**src/rtl/bnn_layer_sequencer_if.sv**
```systemverilog
// bnn_layer_sequencer_if: control and memory bus between the layer sequencer and its memories
interface bnn_layer_sequencer_if #(
  parameter int W_ADDR_LEN = 22,
  parameter int X_ADDR_LEN = 10
);
  logic start;
  logic busy;
  logic done;
  logic [1:0] layer;
  logic w_rd;
  logic [W_ADDR_LEN-1:0] w_addr;
  logic w_data;
  logic x_rd;
  logic [1:0] x_rd_sel;
  logic [X_ADDR_LEN-1:0] x_rd_addr;
  logic x_data;
  logic x_we;
  logic [1:0] x_wr_sel;
  logic [X_ADDR_LEN-1:0] x_wr_addr;
  logic x_wdata;
  modport master (
    input start, w_data, x_data,
    output busy, done, layer, w_rd, w_addr, x_rd, x_rd_sel, x_rd_addr,
    output x_we, x_wr_sel, x_wr_addr, x_wdata
  );
  modport slave (
    output start, w_data, x_data,
    input busy, done, layer, w_rd, w_addr, x_rd, x_rd_sel, x_rd_addr,
    input x_we, x_wr_sel, x_wr_addr, x_wdata
  );
endinterface

```
**src/rtl/bnn_layer_sequencer.sv**
```systemverilog
// bnn_layer_sequencer: walks four XNOR/popcount layers, streaming weights/activations and writing sign bits back
module bnn_layer_sequencer #(
  parameter int N_IN = 784,
  parameter int N_HID = 1024,
  parameter int N_OUT = 10,
  parameter int W_ADDR_LEN = 22,
  parameter int X_ADDR_LEN = 10,
  parameter int alu_width = 12
) (
  input logic clk,
  input logic rst,
  bnn_layer_sequencer_if.master bus
);
  typedef enum logic [2:0] {IDLE, RUN, DRAIN, WRITE, DONE} state_t;
  state_t r_state, w_next;
  logic [1:0] r_layer;
  logic [X_ADDR_LEN-1:0] r_neuron, r_i;
  logic [W_ADDR_LEN-1:0] r_w_addr;
  logic [alu_width-1:0] r_acc, w_fan_in, w_n_neu;
  logic r_vld, w_last_i, w_last_n, w_act, w_match;
  assign w_fan_in = r_layer == 2'd0 ? alu_width'(N_IN) : alu_width'(N_HID);
  assign w_n_neu = r_layer == 2'd3 ? alu_width'(N_OUT) : alu_width'(N_HID);
  assign w_last_i = alu_width'(r_i) == w_fan_in - 1'b1;
  assign w_last_n = alu_width'(r_neuron) == w_n_neu - 1'b1;
  assign w_act = {r_acc, 1'b0} >= {1'b0, w_fan_in};
  assign w_match = ~(bus.w_data ^ bus.x_data);
  always_ff @(posedge clk)
    if (!rst) r_state <= IDLE;
    else r_state <= w_next;
  always_comb begin
    w_next = r_state;
    case (r_state)
      IDLE: w_next = bus.start ? RUN : IDLE;
      RUN: w_next = w_last_i ? DRAIN : RUN;
      DRAIN: w_next = WRITE;
      WRITE: w_next = (!w_last_n || r_layer != 2'd3) ? RUN : DONE;
      default: w_next = IDLE;
    endcase
  end
  always_ff @(posedge clk) begin
    if (!rst) begin
      r_layer <= '0;
      r_neuron <= '0;
      r_i <= '0;
      r_w_addr <= '0;
      r_acc <= '0;
      r_vld <= 1'b0;
    end else begin
      r_vld <= r_state == RUN;
      r_acc <= (r_state == WRITE || r_state == IDLE) ? '0 :
               r_vld ? r_acc + {{(alu_width-1){1'b0}}, w_match} : r_acc;
      if (r_state == IDLE && bus.start) begin
        r_layer <= '0;
        r_neuron <= '0;
        r_i <= '0;
        r_w_addr <= '0;
      end else if (r_state == RUN) begin
        r_i <= r_i + 1'b1;
        r_w_addr <= r_w_addr + 1'b1;
      end else if (r_state == WRITE) begin
        r_i <= '0;
        r_neuron <= w_last_n ? '0 : r_neuron + 1'b1;
        if (w_last_n) r_layer <= r_layer + 1'b1;
      end
    end
  end
  assign bus.busy = r_state == RUN || r_state == DRAIN || r_state == WRITE;
  assign bus.done = r_state == DONE;
  assign bus.layer = r_layer;
  assign bus.w_rd = r_state == RUN;
  assign bus.w_addr = r_w_addr;
  assign bus.x_rd = r_state == RUN;
  assign bus.x_rd_sel = bus.busy ? (r_layer == 2'd3 ? 2'd1 : r_layer) : 2'd0;
  assign bus.x_rd_addr = r_i;
  assign bus.x_we = r_state == WRITE;
  assign bus.x_wr_sel = r_state != WRITE ? 2'd0 : r_layer == 2'd3 ? 2'd3 : r_layer == 2'd1 ? 2'd2 : 2'd1;
  assign bus.x_wr_addr = r_neuron;
  assign bus.x_wdata = r_state == WRITE && w_act;
endmodule

```
**src/flat_wrapper.sv**
```systemverilog
// flat-port wrapper written by rule: the top's interface ports become plain ports
module bnn_layer_sequencer_flat 
#(
  parameter int N_IN = 784,
  parameter int N_HID = 1024,
  parameter int N_OUT = 10,
  parameter int W_ADDR_LEN = 22,
  parameter int X_ADDR_LEN = 10,
  parameter int alu_width = 12
)
  (clk, rst, bus_start, bus_w_data, bus_x_data, bus_busy, bus_done, bus_layer, bus_w_rd, bus_w_addr, bus_x_rd, bus_x_rd_sel, bus_x_rd_addr, bus_x_we, bus_x_wr_sel, bus_x_wr_addr, bus_x_wdata);
  bnn_layer_sequencer_if #(.W_ADDR_LEN(W_ADDR_LEN), .X_ADDR_LEN(X_ADDR_LEN)) bus_i ();
  input logic clk;
  input logic rst;
  input wire logic [$bits(bus_i.start)-1:0] bus_start;
  input wire logic [$bits(bus_i.w_data)-1:0] bus_w_data;
  input wire logic [$bits(bus_i.x_data)-1:0] bus_x_data;
  output wire logic [$bits(bus_i.busy)-1:0] bus_busy;
  output wire logic [$bits(bus_i.done)-1:0] bus_done;
  output wire logic [$bits(bus_i.layer)-1:0] bus_layer;
  output wire logic [$bits(bus_i.w_rd)-1:0] bus_w_rd;
  output wire logic [$bits(bus_i.w_addr)-1:0] bus_w_addr;
  output wire logic [$bits(bus_i.x_rd)-1:0] bus_x_rd;
  output wire logic [$bits(bus_i.x_rd_sel)-1:0] bus_x_rd_sel;
  output wire logic [$bits(bus_i.x_rd_addr)-1:0] bus_x_rd_addr;
  output wire logic [$bits(bus_i.x_we)-1:0] bus_x_we;
  output wire logic [$bits(bus_i.x_wr_sel)-1:0] bus_x_wr_sel;
  output wire logic [$bits(bus_i.x_wr_addr)-1:0] bus_x_wr_addr;
  output wire logic [$bits(bus_i.x_wdata)-1:0] bus_x_wdata;
  assign bus_i.start = bus_start;
  assign bus_i.w_data = bus_w_data;
  assign bus_i.x_data = bus_x_data;
  assign bus_busy = bus_i.busy;
  assign bus_done = bus_i.done;
  assign bus_layer = bus_i.layer;
  assign bus_w_rd = bus_i.w_rd;
  assign bus_w_addr = bus_i.w_addr;
  assign bus_x_rd = bus_i.x_rd;
  assign bus_x_rd_sel = bus_i.x_rd_sel;
  assign bus_x_rd_addr = bus_i.x_rd_addr;
  assign bus_x_we = bus_i.x_we;
  assign bus_x_wr_sel = bus_i.x_wr_sel;
  assign bus_x_wr_addr = bus_i.x_wr_addr;
  assign bus_x_wdata = bus_i.x_wdata;
  bnn_layer_sequencer #(.N_IN(N_IN), .N_HID(N_HID), .N_OUT(N_OUT), .W_ADDR_LEN(W_ADDR_LEN), .X_ADDR_LEN(X_ADDR_LEN), .alu_width(alu_width)) u_core (.clk(clk), .rst(rst), .bus(bus_i));
endmodule
```
**config.mk**
```make
export PLATFORM = sky130hd
export DESIGN_NAME = bnn_layer_sequencer_flat
export DESIGN_NICKNAME = d
export VERILOG_FILES = /design/src/rtl/bnn_layer_sequencer_if.sv /design/src/rtl/bnn_layer_sequencer.sv /design/src/flat_wrapper.sv
export SDC_FILE = /design/constraint.sdc
export NUM_CORES = 1
export LEC_CHECK = 0
export BUFFER_PORTS_ARGS = -buffer_cell sky130_fd_sc_hd__clkbuf_2
export CORE_UTILIZATION = 40
export DETAILED_ROUTE_END_ITERATION = 10
export SLEW_MARGIN = 20
export SYNTH_ARGS = -nofsm -noshare
export SYNTH_HDL_FRONTEND = slang
export SYNTH_SLANG_ARGS = --single-unit
```
**constraint.sdc**
```tcl
create_clock -name clk -period 7.4 [get_ports clk]
set_clock_uncertainty 0.05 [all_clocks]
set_input_delay 1.48 -clock clk [delete_from_list [all_inputs] [get_ports clk]]
set_output_delay 1.48 -clock clk [all_outputs]
set_load 0.02 [all_outputs]
```
# After elaboration in Yosys (flattened, before gate mapping)
# Cells that the tools add are included.
# word_totals
ff_bits	60
input_bits	5
output_inout_bits	54
word_cells	57
# op_classes
addsub	7
n_lt_le_gt_ge	1
n_eq_ne	10
muxes	14
n_bitwise	4
n_reduce_logical	14
# ops
op	count
10-bit two-way mux	3
10-bit by 12-bit equality test with 1-bit output	2
12-bit by 1-bit subtractor with 12-bit output (second input constant)	2
22-bit by 1-bit adder with 22-bit output (second input constant)	1
11-bit two-way mux	2
10-bit by 1-bit adder with 10-bit output (second input constant)	2
13-bit by 12-bit >= comparator with 1-bit output	1
12-bit by 1-bit adder with 12-bit output	1
2-bit two-way mux	6
3-bit one-hot mux with 4 select lines	1
3-bit by 2-bit equality test with 1-bit output (second input constant)	2
1-bit logical OR	4
2-bit OR reduction	2
3-bit by 1-bit equality test with 1-bit output (second input constant)	1
3-bit equality test (second input constant)	1
3-bit logical NOT	1
3-bit two-way mux	1
3-bit by 2-bit != test with 1-bit output (second input constant)	1
1-bit NOT	3
3-bit AND reduction	1
2-bit by 1-bit adder with 2-bit output (second input constant)	1
2-bit by 1-bit equality test with 1-bit output (second input constant)	1
2-bit equality test (second input constant)	1
1-bit logical AND	2
7 further kinds	7

# Logic depth before layout (Yosys ltp)
# Gate-level depths: netlist of the first run.
# depth
depth_word	8
ltp_mapped	8
depth_no_buf	8

# Worst setup path after synthesis of the first run
# OpenSTA, ideal clock, no wires.
# synth_path
kind	flip-flop to output port
from	register u_core.r_layer[0], in the netlist u_core.bus.layer[0]
to	output port bus_x_wdata
t_arrival_ns	2.419
t_required_ns	5.870
path_slack_ns	3.451
stages_incl_launch_ff	9
path_buffers	0
cell_sequence	dfxtp_1 -> inv_1 -> ha_1 -> ha_1 -> or4b_2 -> a21boi_0 -> o21a_1 -> o21ai_0 -> a21oi_1
# synth_via
elab_chain_cells	4
# synth_lines
item	line_no	source
start, declared	bnn_layer_sequencer.sv:16	logic [1:0] r_layer;
start signal, assigned	bnn_layer_sequencer.sv:63	if (w_last_n) r_layer <= r_layer + 1'b1;
2-bit logical NOT	bnn_layer_sequencer.sv:21	assign w_fan_in = r_layer == 2'd0 ? alu_width'(N_IN) : alu_width'(N_HID);
11-bit two-way mux	bnn_layer_sequencer.sv:21	
13-bit by 12-bit >= comparator with 1-bit output	bnn_layer_sequencer.sv:25	assign w_act = {r_acc, 1'b0} >= {1'b0, w_fan_in};
1-bit logical AND	bnn_layer_sequencer.sv:78	assign bus.x_wdata = r_state == WRITE && w_act;
end, declared	flat_wrapper.sv:29	output wire logic [$bits(bus_i.x_wdata)-1:0] bus_x_wdata;
# No other way between the ends.

# Final worst setup path of the first run
# Ends and elaborated chain as after synthesis.

==> flow_metrics.env, run 1 <==
export IMPL_ys_seq_area_share_pct=39.49
export IMPL_synth_area_per_cell_um2=8.740
export IMPL_diodes_inserted=0
export IMPL_clk_latency_ps=340
export IMPL_grt_max_degree=21
export IMPL_crit_top_cell="sky130_fd_sc_hd__ha_1"
export IMPL_first_global_vias=2291
export IMPL_mostFrequentLayoutCell="sky130_fd_sc_hd__dfxtp_1"
export IMPL_holdBufCountCts=0
export IMPL_min_delay_path_class="reg2reg"
export IMPL_setup_violations_final=0
export IMPL_tritoncts="done"
export IMPL_synth_simple_gate_area_share_pct=30.60
export IMPL_achievable_frequency_ghz=0.2290
export IMPL_final_cell_mix="sky130_fd_sc_hd__dfxtp_1 (60), sky130_fd_sc_hd__nor2_1 (59), sky130_fd_sc_hd__clkbuf_2 (58), sky130_fd_sc_hd__nand2_1 (29), sky130_fd_sc_hd__xor2_1 (27)"
export IMPL_synth_edf_count=0
export IMPL_crit_required_ps=5870
export IMPL_timing_final_crit_period_ps=4366
export IMPL_design_portCount=59
export IMPL_finish_instance_area_um2=3655
export IMPL_synth_compound_gate_area_share_pct=8.021
export IMPL_timing_critical_path_to_type="output pin"
export IMPL_post_cts_setup_buffer_count=0
export IMPL_cap_viol_max_count=0
export IMPL_final_hold_violation_count=0
export IMPL_layout_worst_path_cycle_share_pct=59.00
export IMPL_largest_family_of_logic_cells_by_synthesized_area="simple AND/OR/NAND/NOR gates"
export IMPL_drtPass1Iterations=6
export IMPL_worst_reg2reg_path_length_in_cells=7
export IMPL_grt_total_usage_pct=17.59
export IMPL_cpMaxStageDelayCell="sky130_fd_sc_hd__or4b_2"
export IMPL_cts_num_sinks=60
export IMPL_area_growth_synth_to_final_pct=20.16
export IMPL_whs_path_depth=2
export IMPL_final_net_count=428
export IMPL_floorplan_die_height_um=89.20
export IMPL_synth_warning_count=0
export IMPL_row_count=31
export IMPL_routed_via_density=4.951
export IMPL_cts_made_buffers=9
export IMPL_die_x_um=89.20
export IMPL_critical_path_max_stage_delay_ps=580
export IMPL_p_leak_nw=1.527
export IMPL_dpl_instance_area_um2=3420
export IMPL_postCtsResizedCells=0
export IMPL_yosys_area_share_xor_xnor_pct=12.09
export IMPL_fp_dieArea_um2=7957
export IMPL_worst_slew_pin_slew_ps=757.3
export IMPL_synth_cell_type_count=50
export IMPL_pre_cts_ws_ps=3362
export IMPL_power_density_cell_area_nw_per_um2=191.1
export IMPL_max_slew_violation_count=0
export IMPL_post_layout_total_power_mw=0.6984
export IMPL_htree_num_levels=3
export IMPL_vdd_ir_drop_worst_mv=0.07369
export IMPL_cp_buffers_inverters=2
export IMPL_max_slew_margin_rel_pct=49.51
export IMPL_result_of_the_run="finished, final reports clean"
export IMPL_syn_nets=367
export IMPL_finish_utilization_pct=50.12
export IMPL_arrival_ps=2840
export IMPL_syn_area_um2=3042
export IMPL_critical_path_class="reg2out"
export IMPL_grt_overflow=0
export IMPL_synth_main_ff_cell="sky130_fd_sc_hd__dfxtp_1"
export IMPL_count_of_input_and_output_buffers=58
export IMPL_place_gp_congestion=0.7754
export IMPL_initial_core_util_pct=41.71
export IMPL_drive_above_1_share_pct=21.98
export IMPL_synthAdderAreaFrac_pct=5.759
export IMPL_post_route_worst_setup_slack_ps=3034
export IMPL_detailedRoute_firstIterationViolations=106
export IMPL_number_of_routed_nets_with_antenna_violations=0
export IMPL_ctsLongestPathBuffers=2
export IMPL_muxShareOfSynthArea_pct=0.6582
export IMPL_dominant_delay_contributor_by_cell_family_on_the_critical_path="compound AO/OA/AOI/OAI gates"
export IMPL_final_hpwl_dp_um=4657
export IMPL_worst_setup_path_start_kind="flip-flop"
export IMPL_drc=0
export IMPL_cts_root_buffer="sky130_fd_sc_hd__clkbuf_8"
export IMPL_setup_total_negative_slack_ps=0
export IMPL_drt_wirelength_per_cell_um=12.51
export IMPL_grt_pass1_wl_um=10580
export IMPL_ys_async_sr_fraction_pct=0
export IMPL_antenna_found_initial=0
export IMPL_cp_max_fo=8
export IMPL_fp_coreArea_um2=7292
export IMPL_cp_depth=9
export IMPL_routed_wl_um=6416
export IMPL_path_cells="inv_1 > ha_1 > ha_1 > or4b_2 > a21boi_0 > o21a_1 > o21ai_0 > a21oi_1 > clkbuf_2"
export IMPL_number_of_synthesized_register_bits=60
export IMPL_synthesis_instances=348
export IMPL_rsz0062_at_grt="no"
export IMPL_via_count=2540
export IMPL_clock_slew_at_reported_path_ffs_ps=60
[area by class of cell]
type	count	area, um2
flip-flops and latches	60	1201
multi-input cells	267	1747
repair buffers	60	305.3
fillers	727	3637
inverters	11	42.54
well taps	99	123.9
clock inverters	4	70.07
clock buffers	12	165.2
[final timing paths]
path	from	end	slack, ps
min	u_core.bus.w_addr[1]	u_core.bus.w_addr[1]	450
min reg2reg	u_core.bus.w_addr[1]	u_core.bus.w_addr[1]	450
max	u_core.bus.layer[0]	bus_x_wdata	3030
max reg2reg	u_core.r_state[0]	u_core.bus.x_wr_addr[9]	5340
[per-layer routing]
layer	GRT usage, %	wire length, um	vias up
li1	-	-	1323
met1	23.31	3188	1161
met2	27.27	2868	46
met3	4.986	265	10
met4	6.494	93	0
met5	0	0	-
[kinds of logic after synthesis]
group	after synthesis
simple gates	170
flops	60
xor+xnor	42
compound gates	39
buf+inv	21
fa+ha+maj	14
mux	2
[flip-flops by register name, summed over array words and instances (netlist names)]
name and flops:
u_core.bus.x_wr_addr 10, u_core.bus.layer 2, u_core.bus.w_addr 22, u_core.r_acc 12
u_core.r_vld 1, u_core.r_state 3, u_core.bus.x_rd_addr 10
[worst min-delay path: stages (launching register included)]
cell,delay (ps)
sky130_fd_sc_hd__dfxtp_1,340
sky130_fd_sc_hd__nand2_1,70
sky130_fd_sc_hd__a21oi_1,50
[power breakdown]
part / switching [mW] / internal [mW] / total [mW]
sequential: 0.00331 / 0.325 / 0.328
clock: 0.125 / 0.216 / 0.341
combinational: 0.0195 / 0.00930 / 0.0288
total: 0.148 / 0.550 / 0.698
[cells in the mapped netlist (all sizes together) (2+ instances only)]
cell type  count  area, um2
a21oi         12      60.06
a22oi          2      15.01
a31oi          3      18.77
and2           3      18.77
and3          14      87.58
and4           4      35.03
buf            6      45.04
clkbuf         4      15.01
dfxtp         60       1201
ha            14      175.2
inv           10      37.54
mux2i          2      20.02
nand2         30      115.1
nand2b         4      25.02
nand3          8      40.04
nand3b         3      22.52
nand4         15      108.9
nor2          62      240.2
nor3          11      66.32
nor4           5      61.31
o21a           2      15.01
o21ai         12      60.06
o31ai          2      20.02
or3            3      18.77
xnor2         15      131.4
xor2          27      236.5
[metrics by stage]
step	hold WS, ps	std cells
floorplan	421.0	348
global placement	426.3	497
detailed placement	445.2	497
CTS	457.4	513
global route	498.8	513
finish	454.5	513
(Power assumes the default switching activity.)
==> run 2, diff against run 1 <==
==> constraint.sdc (replaced) <==
create_clock -name clk -period 4.54 [get_ports clk]
set_clock_uncertainty 0.05 [all_clocks]
set_input_delay 0.908 -clock clk [delete_from_list [all_inputs] [get_ports clk]]
set_output_delay 0.908 -clock clk [all_outputs]
set_load 0.02 [all_outputs]
==> run 2 against run 1 <==
Net effect:
- clock power up 16%
- sequential share of layout area up 0.77 points
- die area unchanged
- worst hold slack better by 6.1 ps
==> flow_metrics.env, run 2 (synthesis results as in run 1) <==
export IMPL_result_of_the_run="finished, final reports clean"
export IMPL_cap_viol_max_count=0
export IMPL_arrival_ps=2840
export IMPL_setup_total_negative_slack_ps=0
export IMPL_power_switching_mw=0.2195
export IMPL_p_seq_share_pct=54.8
export IMPL_initial_core_util_pct=41.71
export IMPL_first_global_vias=2267
export IMPL_max_ffs_per_register=22
export IMPL_clock_slew_at_reported_path_ffs_ps=60
export IMPL_post_layout_total_power_mw=0.9767
export IMPL_layout_worst_path_cycle_share_pct=83.55
export IMPL_min_delay_path_class="reg2reg"
export IMPL_fp_coreArea_um2=7292
export IMPL_p_leak_nw=1.484
export IMPL_cts_made_buffers=9
export IMPL_finish_utilization_pct=48.97
export IMPL_area_growth_synth_to_final_pct=17.40
export IMPL_switching_share_pct=22.47
export IMPL_grt_pass1_wl_um=10700
export IMPL_grt_total_usage_pct=17.74
export IMPL_final_cell_mix="sky130_fd_sc_hd__dfxtp_1 (60), sky130_fd_sc_hd__nor2_1 (59), sky130_fd_sc_hd__clkbuf_2 (58), sky130_fd_sc_hd__nand2_1 (29), sky130_fd_sc_hd__xor2_1 (27)"
export IMPL_ctsLongestPathBuffers=2
export IMPL_crit_required_ps=3580
export IMPL_cp_max_fo=8
export IMPL_drive_above_1_share_pct=21.03
export IMPL_cts_root_buffer="sky130_fd_sc_hd__clkbuf_8"
export IMPL_number_of_routed_nets_with_antenna_violations=0
export IMPL_die_x_um=89.20
export IMPL_rsz0062_at_grt="no"
export IMPL_count_of_input_and_output_buffers=58
export IMPL_timing_final_crit_period_ps=3793
export IMPL_worst_slew_pin_slew_ps=736.9
export IMPL_p_int_mw=0.7572
export IMPL_fp_dieArea_um2=7957
export IMPL_combPwrFrac_pct=4.8
export IMPL_max_slew_violation_count=0
export IMPL_drt_wirelength_per_cell_um=12.56
export IMPL_routed_wl_um=6382
export IMPL_clk_latency_ps=330
export IMPL_grt_max_degree=21
export IMPL_post_route_worst_setup_slack_ps=746.8
export IMPL_holdBufCountCts=0
export IMPL_design_portCount=59
export IMPL_antenna_found_initial=0
export IMPL_grt_overflow=0
export IMPL_vdd_ir_drop_worst_mv=0.1536
export IMPL_row_count=31
export IMPL_diodes_inserted=0
export IMPL_achievable_frequency_ghz=0.2636
export IMPL_place_gp_congestion=0.7754
export IMPL_routed_via_density=4.955
export IMPL_final_net_count=428
export IMPL_setup_violations_final=0
export IMPL_floorplan_die_height_um=89.20
export IMPL_fin_hold_ws_ps=460.6
export IMPL_via_count=2517
export IMPL_timing_critical_path_to_type="output pin"
export IMPL_whs_path_depth=2
export IMPL_worst_reg2reg_path_length_in_cells=7
export IMPL_post_cts_setup_buffer_count=0
export IMPL_power_clock_fraction_pct=40.4
export IMPL_critical_path_class="reg2out"
export IMPL_cts_num_sinks=60
export IMPL_max_slew_margin_rel_pct=50.87
export IMPL_power_density_cell_area_nw_per_um2=273.5
export IMPL_mostFrequentLayoutCell="sky130_fd_sc_hd__dfxtp_1"
export IMPL_pre_cts_ws_ps=1099
export IMPL_final_hold_violation_count=0
export IMPL_detailedRoute_firstIterationViolations=120
export IMPL_tritoncts="done"
export IMPL_postCtsResizedCells=0
export IMPL_final_hpwl_dp_um=4638
export IMPL_htree_num_levels=3
export IMPL_worst_setup_path_start_kind="flip-flop"
export IMPL_drc=0
export IMPL_drtPass1Iterations=4
==> run 2: area by class of cell <==
type / instances / area [um2]
well taps: 99 / 123.9
inverters: 11 / 42.54
clock buffers: 11 / 151.4
multi-input cells: 267 / 1747
flip-flops and latches: 60 / 1201
fillers: 764 / 3721
repair buffers: 60 / 305.3
==> run 2: layer usage <==
layer / vias up / wire [um] / global-route usage (%)
met5: - / 0 / 0
met4: 0 / 19 / 4.473
met3: 2 / 267 / 6.371
met2: 47 / 2932 / 27.76
met1: 1144 / 3162 / 23.31
li1: 1324 / - / -
==> run 2: power by group through the flow <==
| stage | clock network, mW | registers [mW] | logic [mW] |
|---|---|---|---|
| after detailed placement | 0 | 0.546 | 0.0477 |
| after floorplan | 0 | 0.546 | 0.0346 |
| after global placement | 0 | 0.546 | 0.0478 |
| after global routing | 0.434 | 0.535 | 0.0539 |
| after CTS | 0.415 | 0.535 | 0.0477 |
| final | 0.395 | 0.535 | 0.0471 |
==> run 2: metrics by stage <==
step | instance area [um2] | cells
6_report | 3571 | 508
3_5_place_dp | 3420 | 497
5_1_grt | 3571 | 508
4_1_cts | 3571 | 508
2_1_floorplan | 3042 | 348
3_3_place_gp | 3420 | 497
==> run 2: critical path, stage by stage, from the launching register on <==
cell and delay, ps:
sky130_fd_sc_hd__dfxtp_1 460, sky130_fd_sc_hd__inv_1 100, sky130_fd_sc_hd__ha_1 280, sky130_fd_sc_hd__ha_1 300, sky130_fd_sc_hd__or4b_2 580, sky130_fd_sc_hd__a21boi_0 200, sky130_fd_sc_hd__o21a_1 120, sky130_fd_sc_hd__o21ai_0 70
sky130_fd_sc_hd__a21oi_1 200, sky130_fd_sc_hd__clkbuf_2 200
==> run 2: worst paths after layout <==
kind / startpoint / end / slack, ps
setup / recovery: u_core.bus.layer[0] / bus_x_wdata / 750
hold / removal: u_core.bus.w_addr[1] / u_core.bus.w_addr[1] / 460
setup reg to reg: u_core.r_state[0] / u_core.bus.x_wr_addr[9] / 2490
hold reg to reg: u_core.bus.w_addr[1] / u_core.bus.w_addr[1] / 460
